[src/rtl/jt49_env_step.sv]
// Envelope step generator: advances a 5-bit level on each rising edge of the
// envelope divider output and shapes it with the CONT/ATT/ALT/HOLD register.
module jt49_env_step (
    input  logic       clk,
    input  logic       rst,
    input  logic       cen,
    input  logic       step,
    input  logic [3:0] shape,
    input  logic       restart,
    output logic [4:0] env,
    output logic       held
);

    localparam int CONT = 3;
    localparam int ATT  = 2;
    localparam int ALT  = 1;
    localparam int HOLD = 0;

    logic       r_step_l;
    logic [4:0] r_cnt;
    logic       r_dir;
    logic       r_hold;
    logic [3:0] r_shp_l;

    logic       w_tick;
    logic       w_last;
    logic       w_hold_hi;

    assign w_tick    = cen & step & ~r_step_l & ~restart;
    assign w_last    = (r_cnt == 5'd31);
    assign w_hold_hi = r_shp_l[CONT] & (r_shp_l[ATT] ^ r_shp_l[ALT]);

    // NOTE: sequential state uses non-blocking assignments so every register
    // samples the pre-edge values, independent of statement order.
    always_ff @(posedge clk) begin
        if (rst) begin
            r_step_l <= 1'b0;
            r_cnt    <= 5'd0;
            r_dir    <= 1'b0;
            r_hold   <= 1'b1;
            r_shp_l  <= 4'd0;
        end else begin
            if (cen)
                r_step_l <= step;
            // Restart outranks a coincident tick, which is simply dropped.
            if (restart) begin
                r_shp_l <= shape;
                r_cnt   <= 5'd0;
                r_dir   <= shape[ATT];
                r_hold  <= 1'b0;
            end else if (w_tick && !r_hold) begin
                r_cnt <= r_cnt + 5'd1;
                if (w_last) begin
                    if (!r_shp_l[CONT] || r_shp_l[HOLD])
                        r_hold <= 1'b1;
                    else if (r_shp_l[ALT])
                        r_dir <= ~r_dir;
                end
            end
        end
    end

    // NOTE: env is assigned a default first so no path can infer a latch.
    always_comb begin
        env = 5'd0;
        if (r_hold)
            env = w_hold_hi ? 5'd31 : 5'd0;
        else
            env = r_dir ? r_cnt : ~r_cnt;
    end

    assign held = r_hold;

endmodule

[config.mk]
export PLATFORM = sky130hd
export DESIGN_NAME = jt49_env_step
export DESIGN_NICKNAME = d
export VERILOG_FILES = /design/src/rtl/jt49_env_step.sv
export SDC_FILE = /design/constraint.sdc
export NUM_CORES = 1
export LEC_CHECK = 0
export BUFFER_PORTS_ARGS = -buffer_cell sky130_fd_sc_hd__buf_2
export CAP_MARGIN = 20
export CORE_MARGIN = 2
export CORE_UTILIZATION = 45
export CTS_CLUSTER_SIZE = 20
export DETAILED_ROUTE_END_ITERATION = 16
export PLACE_DENSITY_LB_ADDON = 0.05
export SYNTH_ARGS = -nofsm -noshare
export SYNTH_HDL_FRONTEND = slang
export SYNTH_SLANG_ARGS = --single-unit
[constraint.sdc]
create_clock -name clk -period 4.78 [get_ports clk]
set_input_delay 0.239 -clock clk [delete_from_list [all_inputs] [get_ports clk]]
set_output_delay 0.239 -clock clk [all_outputs]
set_load 0.01 [all_outputs]
=== Yosys cells after proc, flatten, opt, wreduce, memory -nomap -nowiden ===
Index checks and enable logic that the tools add are counted.
W data, S select, Z words.

* Add/subtract/negate cells: 1
* Eq/ne operators: 2
* Muxes and demuxes: 12
* Bitwise operators: 9
* Reductions and logical operators: 11

{| class="wikitable"
|+ Operator list
! kind !! count
|-
| $mux W5 || 3
|-
| $mux W1 || 9
|-
| $reduce_bool A2 Y1 || 4
|-
| $add A5 B1 Y5 const B || 1
|-
| $eq A5 B5 Y1 const B || 1
|-
| $not A5 Y5 || 1
|-
| $and A1 B1 Y1 || 4
|-
| $reduce_and A4 Y1 || 1
|-
| $not A1 Y1 || 3
|-
| $reduce_and A3 Y1 || 1
|-
| $logic_not A1 Y1 || 2
|-
| $ne A2 B2 Y1 const B || 1
|-
| $reduce_or A2 Y1 || 1
|-
| $logic_and A1 B1 Y1 || 1
|-
| $logic_or A1 B1 Y1 || 1
|-
| $xor A1 B1 Y1 || 1
|}

* Bits in registers: 12
* Input port bits: 9
* Word-level logic and storage cells: 40

=== Logic depth before layout (Yosys ltp) ===
Gate-level depths: netlist (run 1).

* Word-level depth: 6
* Depth in mapped cells: 6

=== Worst setup path after synthesis (run 1) ===
No wires, ideal clock.

* Path type: register to register
* Start: register r_cnt[0]
* End: register r_dir
* Setup time: 91 ps
* Arrival: 1942 ps
* Required time: 4689 ps
* Slack: 2747 ps
* Cell stages (with the launch flop): 7
* Period minus slack after synthesis: 2033 ps
* Path through: dfxtp_1 -> ha_1 -> and3_1 -> ha_1 -> or4b_4 -> or4_1 -> a311oi_1

* Cells in the longest elaborated chain, start to end: 3

{| class="wikitable"
|+ RTL lines
! what !! RTL line !! source
|-
| start: declaration || 20 || <nowiki>logic [4:0] r_cnt;</nowiki>
|-
| start signal: assignment || 52 || <nowiki>r_cnt <= r_cnt + 5'd1;</nowiki>
|-
| $eq A5 B5 Y1 || 30 || <nowiki>assign w_last = (r_cnt == 5'd31);</nowiki>
|-
| $reduce_bool A2 Y1 (no line) || -- ||
|-
| $reduce_and A4 Y1 (no line) || -- ||
|-
| end signal: assignment || 49 || <nowiki>r_dir <= shape[ATT];</nowiki>
|-
| end signal: assignment || 57 || <nowiki>r_dir <= ~r_dir;</nowiki>
|-
| end: declaration || 21 || <nowiki>logic r_dir;</nowiki>
|}

No other way between the ends.
A chain may end at the register's enable or synchronous reset.

=== Worst setup path after layout (run 1) ===
Ends and elaborated chain as after synthesis.

==> impl_metrics.csv, run 1 <==
group,metric,value,unit
run_status,outcome,"finished clean",
timing,skew,0.000786,ns
global_route,grt-ovfl-total,0,
setup_path,worstSetupStartpointType,"flop",
floorplanning,core.rowCount,13,
layout,drive_above_1_share,0.235,
hold_path,worstHoldPathType,"input port to flop",
layout,stdcell_area,737,um2
route,first_iter_violations,8,
floorplanning,die_h,42.2,um
pwr,pwr-share-clk,0.309,
pwr,vdd_drop_max,0.140,mV
timing,period_share,0.460,
synth,ys_seq_area_frac,0.366,
synth,synthMuxAreaShare,0.0610,
clock_tree,postCtsHoldBufs,0,
placed_design,dpl.hpwl,989,um
clock_tree,clkTransAtPathRegs,0.07,ns
placed_design,placed_cells,97,
clock_tree,root_buffer,"clkbuf_4",
floorplanning,core,0.00133,mm2
synth,synth_cell_types,27,
timing,tns,0,ns
layout,nets,98,
route,dr.pass1.iters,4,
timing,finalCriticalPeriod,2.20,ns
pwr,seq_power_share,0.560,
synth,synth_top_area_share,0.366,
synth,ys.flop_type,"dfxtp_1",
synth,yosys.area_share.simple,0.223,
placed_design,port_buffers,14,
pwr,cellPowerDensity,266,mW/mm2
layout,syn_to_final_growth,12.2,%
route,route.vias.total,550,
layout,diodes,0,
synth,syn_avg_cell_area,9.00,um2
synth,synth_cells,73,
synth,yosys_warnings,0,
timing,worst_pin_slew,0.334,ns
global_route,grt.total_usage,0.159,
synth,synth_area,657,um2
floorplanning,die-width,42.2,um
global_route,grt_start_max_net_pins,13,
pwr,swShare,0.257,
synth,synth_top_family_by_area,"simple AND/OR/NAND/NOR gates",
clock_tree,cts_htree_levels,1,
synth,synth-xor-area-share,0.0800,
route,wl_per_cell,13.1,um
synth,ys_seq_elements,12,
pwr,power.total,196,uW
clock_tree,clkLatencyLatePin,0.26,ns
pwr,p_int,145,uW
synth,synthAdderAreaFrac,0.0381,
timing,fmax,0.455,GHz
clock_tree,cts_resized,0,
timing,timing.final.ws_setup,2.58,ns
floorplanning,start_util,0.492,
global_route,grt_pass1_wl,2.21,mm
clock_tree,cts.sinks,12,
clock_tree,numCtsBuffers,3,
route,drcViolationCount,0,
route,routed_wl,1.31,mm
synth,synth-edff-count,0,
layout,layoutNonFillerInstCount,100,
placed_design,place_ws,2.63,ns
setup_path,crit_type,"flop to flop",
synth,yosysTopAreaCell,"dfxtp_1",
layout,utilization,0.553,
global_route,antenna_found_initial,0,
setup_path,crit_path_max_fanout,5,
clock_tree,cts_setup_buffers,0,
clock_tree,clockBufferDepth,2,
setup_path,required,4.95,ns
route,drtAntennaViolNets,0,
flow_run,cap_viol_max_count,0,
placed_design,place_area,714,um2
floorplanning,pin_count,15,
synth,postSynth.asyncResetShare,0,
pwr,p_leak,0.328,nW
setup_path,worstPathArrival,2.37,ns
placed_design,place_congestion,0.737,
timing,hold_ws,0.208,ns
global_route,grt_pass1_vias,513,
clock_tree,cts_tree,"done",
synth,synth_compound_area_frac,0.173,
floorplanning,dieArea,0.00178,mm2
timing,maxSlewViolCount,0,
pwr,combPwrFrac,0.131,
timing,rsz0062_at_grt,"false",
timing,setup_viol,0,
setup_path,critPathCaptureType,"flop",
pwr,switching_power,50.4,uW
route,vias_per_cell,5.50,
timing,hold_viol_final,0,
synth,syn-num-nets,84,
synth,synth_area_leaders,"dfxtp_1, xor2_1, mux2i_1",
timing,relSlewSlack,0.777,
Yosys cell counts, drive strengths merged (2+ instances only):
master  count
or4         3
inv         2
clkbuf      2
o21ai       8
buf         3
a21oi       7
mux2i       4
nand3b      3
nand3       2
nor2        5
dfxtp      12
o31ai       4
xor2        6
ha          2
logic make-up (layout without fill, tap and decap cells):
family / Yosys count / count (layout)
and+or+nand+nor: 22 / 22
xor gates and xnor gates: 6 / 6
DFF: 12 / 12
adders and majority gates: 2 / 2
muxes: 4 / 4
AOI/OAI and AO/OA: 20 / 20
buffers and inverters: 7 / 19
per-layer routing:
layer | share of wire | track usage
met1 | 0.53 | 0.232
met2 | 0.42 | 0.215
met3 | 0.037 | 0.0259
met4 | 0.013 | 0.0938
met5 | 0 | 0
area by class of cell:
class                           count  area, um2
Multi-Input combinational cell     54        378
Fill cell                         133        597
Inverter                            2       7.51
Sequential cell                    12        240
Tap cell                           15       18.8
Clock buffer                        3       22.5
Timing Repair Buffer               14       70.1
worst max-delay path, cell delays in order, from the launching register on:
cell	delay [ns]
dfxtp_1	0.41
ha_1	0.20
and3_1	0.16
ha_1	0.12
or4b_4	0.46
or4_1	0.48
a311oi_1	0.28
flip-flops by register name, indices dropped and copies added (netlist names):
name	flops
r_step_l	1
r_cnt	5
held	1
r_dir	1
r_shp_l	4
cell usage in the layout (no fill, tap or decap):
cell	instances
nand4bb_1	1
or3_1	1
ha_1	2
nand3_1	2
or4_1	3
o21ai_0	8
buf_2	14
dfxtp_1	12
or4b_4	1
nand2b_1	1
xor2_1	6
nor2b_1	1
a21oi_1	7
nor2_1	5
or2_2	1
nand3b_1	3
inv_1	2
nand2_1	1
and3_1	1
clkbuf_4	3
and4bb_2	1
mux2i_1	4
o31ai_1	4
a311oi_1	1
power groups by stage:
stage                     logic [mW]  clock network [mW]  registers [mW]
final                         0.0256              0.0605           0.110
after global routing          0.0289              0.0694           0.110
after global placement        0.0254                   0           0.112
after CTS                     0.0258              0.0642           0.110
after detailed placement      0.0258                   0           0.112
after floorplan               0.0207                   0           0.108
worst paths after layout:
kind              startpoint  slack [ns]         end  depth (start not counted)
hold / removal      shape[1]        0.21  r_shp_l[1]                          3
hold reg to reg     r_cnt[4]        0.52    r_cnt[4]                          2
setup / recovery    r_cnt[0]        2.58       r_dir                          6
setup reg to reg    r_cnt[0]        2.58       r_dir                          6
(Power assumes the default switching activity.)
==> run 2: changes to the inputs <==
==> constraint.sdc (replaced) <==
create_clock -name clk -period 1.9 [get_ports clk]
set_input_delay 0.095 -clock clk [delete_from_list [all_inputs] [get_ports clk]]
set_output_delay 0.095 -clock clk [all_outputs]
set_load 0.01 [all_outputs]
==> run 2 against run 1 <==
Net effect: the run now ends with setup timing left; clock skew increased by 0.0035 ns; routed wire length decreased by 1.6%; first-iteration DRC count increased to 3.0 times the previous value; global-route usage increased by 0.46 points; maximum frequency increased by 15%; die area unchanged; total power increased to 2.8 times the previous value; via count increased by 8.7%; non-clock buffer count increased by 7; final area increased by 12%; core utilization increased by 6.8 points; critical endpoint unchanged; largest cell class unchanged; largest power group unchanged.
==> impl_metrics.csv, run 2 (same netlist as run 1, synthesis figures left out) <==
group,metric,value,unit
floorplanning,core.rowCount,13,
timing,period_share,1.01,
hold_path,worstHoldPathType,"input port to flop",
pwr,p_int,410,uW
setup_path,cp_top_family,"simple AND/OR/NAND/NOR gates",
timing,fmax,0.523,GHz
hold_path,worstHoldEndpoint,"r_shp_l[3]",
clock_tree,root_buffer,"clkbuf_4",
clock_tree,cts_setup_buffers,0,
clock_tree,numCtsBuffers,3,
timing,tns,-0.0116,ns
route,first_iter_violations,24,
placed_design,place_congestion,0.756,
timing,skew,0.00428,ns
hold_path,min_path_cells,3,
layout,nets,105,
clock_tree,clockBufferDepth,2,
pwr,swShare,0.251,
layout,diodes,0,
timing,rsz0062_at_grt,"true",
setup_path,reg2reg_setup_slack,-0.01,ns
clock_tree,cts_htree_levels,1,
layout,utilization,0.620,
layout,largest_registers,"r_cnt (5), r_shp_l (4)",
timing,maxSlewViolCount,0,
flow_run,cap_viol_max_count,0,
setup_path,slowest_delay,0.45,ns
setup_path,cpMaxStageDelayCell,"or4b_4",
timing,worst_pin_slew,0.317,ns
floorplanning,die_h,42.2,um
pwr,p_leak,0.371,nW
timing,setup_viol,1,
setup_path,timing.critical_path.buf_inv,0,
setup_path,worstSetupStartpointType,"flop",
floorplanning,start_util,0.492,
placed_design,dpl.hpwl,1.01,mm
pwr,seq_power_share,0.491,
floorplanning,die-width,42.2,um
setup_path,reg2reg_from,"r_cnt[1]",
clock_tree,cts.sinks,12,
route,drcViolationCount,0,
setup_path,path_cells,"ha_4, and3_1, ha_1, or4b_4, or4_4, a311oi_1",
setup_path,critPathCaptureType,"flop",
setup_path,worstRegToRegCells,6,
placed_design,place_ws,-0.00834,ns
timing,timing.final.ws_setup,-0.0116,ns
route,wl_per_cell,11.9,um
run_status,violations,"setup timing",
floorplanning,dieArea,0.00178,mm2
clock_tree,cts_tree,"done",
route,drtAntennaViolNets,0,
clock_tree,clkLatencyLatePin,0.27,ns
layout,stdcell_area,827,um2
global_route,antenna_found_initial,0,
timing,relSlewSlack,0.788,
hold_path,hp-start,"shape[3]",
global_route,grt_pass1_wl,2.31,mm
layout,regMostFlops,"r_cnt",
setup_path,crit_path_max_fanout,2,
layout,syn_to_final_growth,25.9,%
timing,hold_viol_final,0,
layout,final_cell_mix,"buf_2, dfxtp_1, o21ai_0, a21oi_1, buf_4",
floorplanning,core,0.00133,mm2
pwr,power.total,547,uW
floorplanning,pin_count,15,
pwr,pwr-share-clk,0.375,
timing,finalCriticalPeriod,1.91,ns
layout,final_common_cell,"buf_2",
pwr,cellPowerDensity,662,mW/mm2
layout,largest_reg_flops,5,
setup_path,required,2.09,ns
global_route,grt-ovfl-total,0,
run_status,outcome,"finished, violations left",
clock_tree,clkTransAtPathRegs,0.08,ns
pwr,vdd_drop_max,0.404,mV
route,vias_per_cell,5.54,
global_route,grt_start_max_net_pins,12,
pwr,combPwrFrac,0.134,
layout,nFillCells,125,
global_route,grt_pass1_vias,528,
global_route,grt.total_usage,0.164,
setup_path,reg2reg_to,"r_dir",
layout,drive_above_1_share,0.344,
placed_design,port_buffers,14,
route,routed_wl,1.29,mm
route,dr.pass1.iters,4,
placed_design,place_area,787,um2
route,route.vias.total,598,
setup_path,worstPathArrival,2.10,ns
setup_path,crit_type,"flop to flop",
pwr,switching_power,137,uW
-- run 2: tightest hold or removal path: stages --
cell     delay, ns
buf_2         0.07
mux2i_1       0.05
nor2_1        0.07
-- run 2: what timing repair did --
action                                  CTS  global route
pin swaps                                 0             0
endpoints found under the setup margin    1             1
hold buffers                              0             0
cloned                                    0             0
gates resized for setup                   0             1
-- run 2: power by group through the flow --
stage / logic (mW) / clock network, mW / registers, mW
4_1_cts: 0.0739 / 0.206 / 0.268
5_1_grt: 0.0824 / 0.218 / 0.270
3_5_place_dp: 0.0738 / 0 / 0.274
2_1_floorplan: 0.0521 / 0 / 0.269
3_3_place_gp: 0.0727 / 0 / 0.274
6_report: 0.0734 / 0.205 / 0.268
-- run 2: layer usage --
layer  wire, um  global-route usage
met1        644               0.229
met2        558               0.252
met3         66              0.0259
met4         17              0.0563
met5          0                   0
-- run 2: worst max path at each step --
stage | start | end | slack (ns) | cells past startpoint
6_report | r_cnt[1] | r_dir | -0.01 | 6
4_1_cts | r_cnt[1] | r_dir | -0.02 | 6
2_1_floorplan | r_cnt[1] | r_dir | 0.04 | 6
5_1_grt | r_cnt[1] | r_dir | -0.08 | 6
3_5_place_dp | r_cnt[1] | r_dir | -0.008 | 6
3_3_place_gp | r_cnt[1] | r_dir | 0.04 | 6
-- run 2: layout make-up --
cell class                 instances  area (um2)  area share
clock buffer                       4        36.3      0.0439
inverter                           2        7.51     0.00908
multi-input combinational         54         394       0.477
sequential                        12         248       0.300
tap                               15        18.8      0.0227
timing repair buffer              21         123       0.148
-- run 2: stage by stage --
| step | hold WS (ns) | instances |
|---|---|---|
| floorplan | 0.242 | 73 |
| global placement | 0.326 | 104 |
| detailed placement | 0.336 | 104 |
| CTS | 0.0573 | 108 |
| global route | 0.0581 | 108 |
| finish | 0.0539 | 108 |
==> run 3: changes to the inputs <==
--- a/config.mk
+++ b/config.mk
@@ -9,8 +9,10 @@
 export CAP_MARGIN = 20
 export CORE_MARGIN = 2
 export CORE_UTILIZATION = 45
+export CTS_BUF_LIST = sky130_fd_sc_hd__clkbuf_16
 export CTS_CLUSTER_SIZE = 20
 export DETAILED_ROUTE_END_ITERATION = 16
+export GPL_TIMING_DRIVEN = 1
 export PLACE_DENSITY_LB_ADDON = 0.05
 export SYNTH_ARGS = -nofsm -noshare
 export SYNTH_HDL_FRONTEND = slang
==> run 3 against run 2 <==
Net effect: the run still ends with setup timing left; maximum frequency is 0.22% higher; sequential cell count stayed put; critical path depth stayed put; total power is 34% higher; final area is 5.1% higher; core utilization is 3.2 points higher; worst setup slack better by 0.0042 ns; sequential share of layout area is 1.5 points lower; hold slack better by 0.033 ns; via count is 1.2% higher; non-clock buffer count stayed put; clock power is 90% higher; largest cell class unchanged.
==> impl_metrics.csv, run 3 (same netlist as run 1, synthesis figures left out) <==
group,metric,value,unit
clock_tree,cts_tree,"done",
setup_path,crit_type,"flop to flop",
clock_tree,numCtsBuffers,3,
route,dr.pass1.iters,4,
floorplanning,die_h,42.2,um
layout,nets,105,
placed_design,port_buffers,14,
setup_path,worstPathArrival,2.06,ns
placed_design,dpl.hpwl,1.01,mm
setup_path,crit_path_max_fanout,2,
layout,syn_to_final_growth,32.4,%
setup_path,worstSetupStartpointType,"flop",
route,wl_per_cell,12.5,um
clock_tree,clockBufferDepth,2,
clock_tree,root_buffer,"clkbuf_16",
hold_path,worstHoldPathType,"input port to flop",
route,m1WireLength,707,um
route,routed_wl,1.35,mm
timing,worst_pin_slew,0.313,ns
pwr,vdd_drop_max,0.512,mV
timing,maxSlewViolCount,0,
route,drtAntennaViolNets,0,
clock_tree,clkLatencyLatePin,0.24,ns
run_status,violations,"setup timing",
timing,rsz0062_at_grt,"true",
timing,timing.final.ws_setup,-0.00739,ns
timing,setup_viol,1,
floorplanning,core.rowCount,13,
timing,hold_viol_final,0,
clock_tree,cts_htree_levels,1,
global_route,grt.total_usage,0.178,
global_route,grt_pass1_vias,544,
run_status,outcome,"finished, violations left",
route,vias_per_cell,5.60,
timing,hold_ws,0.0870,ns
setup_path,required,2.05,ns
route,first_iter_violations,10,
placed_design,place_ws,-0.00834,ns
layout,regMostFlops,"r_cnt",
pwr,p_leak,0.389,nW
placed_design,place_congestion,0.756,
floorplanning,start_util,0.492,
route,met2_length,540,um
floorplanning,dieArea,0.00178,mm2
timing,relSlewSlack,0.791,
global_route,antenna_found_initial,0,
setup_path,cpMaxStageDelayCell,"or4b_4",
clock_tree,clkTransAtPathRegs,0.05,ns
global_route,grt-ovfl-total,0,
floorplanning,die-width,42.2,um
setup_path,slowest_delay,0.45,ns
setup_path,critPathCaptureType,"flop",
route,route.vias.total,605,
floorplanning,core,0.00133,mm2
flow_run,cap_viol_max_count,0,
layout,largest_registers,"r_cnt (5), r_shp_l (4)",
layout,diodes,0,
timing,period_share,1.00,
floorplanning,pin_count,15,
layout,final_common_cell,"buf_2",
clock_tree,cts_setup_buffers,0,
pwr,power.total,733,uW
global_route,grt_start_max_net_pins,12,
layout,utilization,0.652,
route,drcViolationCount,0,
clock_tree,cts.sinks,12,
pwr,cellPowerDensity,843,mW/mm2
timing,tns,-0.00739,ns
clock_tree,postCtsHoldBufs,0,
timing,skew,0.00360,ns
timing,finalCriticalPeriod,1.91,ns
setup_path,path_cells,"ha_4, and3_1, ha_1, or4b_4, or4_4, a311oi_1",
route,wl_met3,58,um
layout,largest_reg_flops,5,
global_route,grt_pass1_wl,2.41,mm
layout,final_cell_mix,"buf_2, dfxtp_1, o21ai_0, a21oi_1, buf_4",
timing,fmax,0.524,GHz
route,maxUsedRoutingLayer,"met4",
layout,drive_above_1_share,0.333,
## run 3: cell types whose count changed in the layout (fill, tap and decap cells not counted), sizes merged
| cell | delta |
|---|---|
| clkbuf | -1 |
| clkinv | +1 |
## run 3: report_power, final
part | internal [mW] | leakage [nW] | switching (mW)
clock network | 0.277 | 0.0385 | 0.113
logic | 0.0354 | 0.250 | 0.0381
registers | 0.259 | 0.0999 | 0.0105
total | 0.572 | 0.389 | 0.161
## run 3: through the flow
step                std cells  area, um2
floorplan                  73        677
global placement          104        787
detailed placement        104        787
CTS                       108        866
global route              108        870
finish                    108        870
## run 3: per-layer routing
layer	up-vias	GRT usage
met1	277	0.237
met5	-	0
li1	309	-
met4	0	0.125
met3	5	0.0431
met2	14	0.246
## run 3: layout make-up
cell class,count,area (um2)
tap,15,18.8
clock inverter,1,3.75
multi-input combinational,54,394
sequential,12,248
inverter,2,7.51
timing repair buffer,21,123
fill,119,464
clock buffer,3,75.1
## run 3: path summary, 6_finish.rpt
path                                from          to  slack, ns  depth (start not counted)
worst max register to register  r_cnt[1]       r_dir     -0.007                          6
worst min register to register  r_cnt[4]    r_cnt[4]       0.51                          2
worst max-delay path            r_cnt[1]       r_dir     -0.007                          6
worst min-delay path            shape[3]  r_shp_l[3]       0.09                          3
## run 3: worst max-delay path: cells and delay by family (launching register included)
family	cells	cell delay, ns
fa+ha+maj	2	0.25
simple gates	3	1.01
flops	1	0.35
compound gates	1	0.21
## run 3: timing repair
action                     4_1_cts  5_1_grt
setup endpoints to repair        1        1
hold endpoints to repair         0        0
pin swaps                        0        0
gates resized for setup          0        1
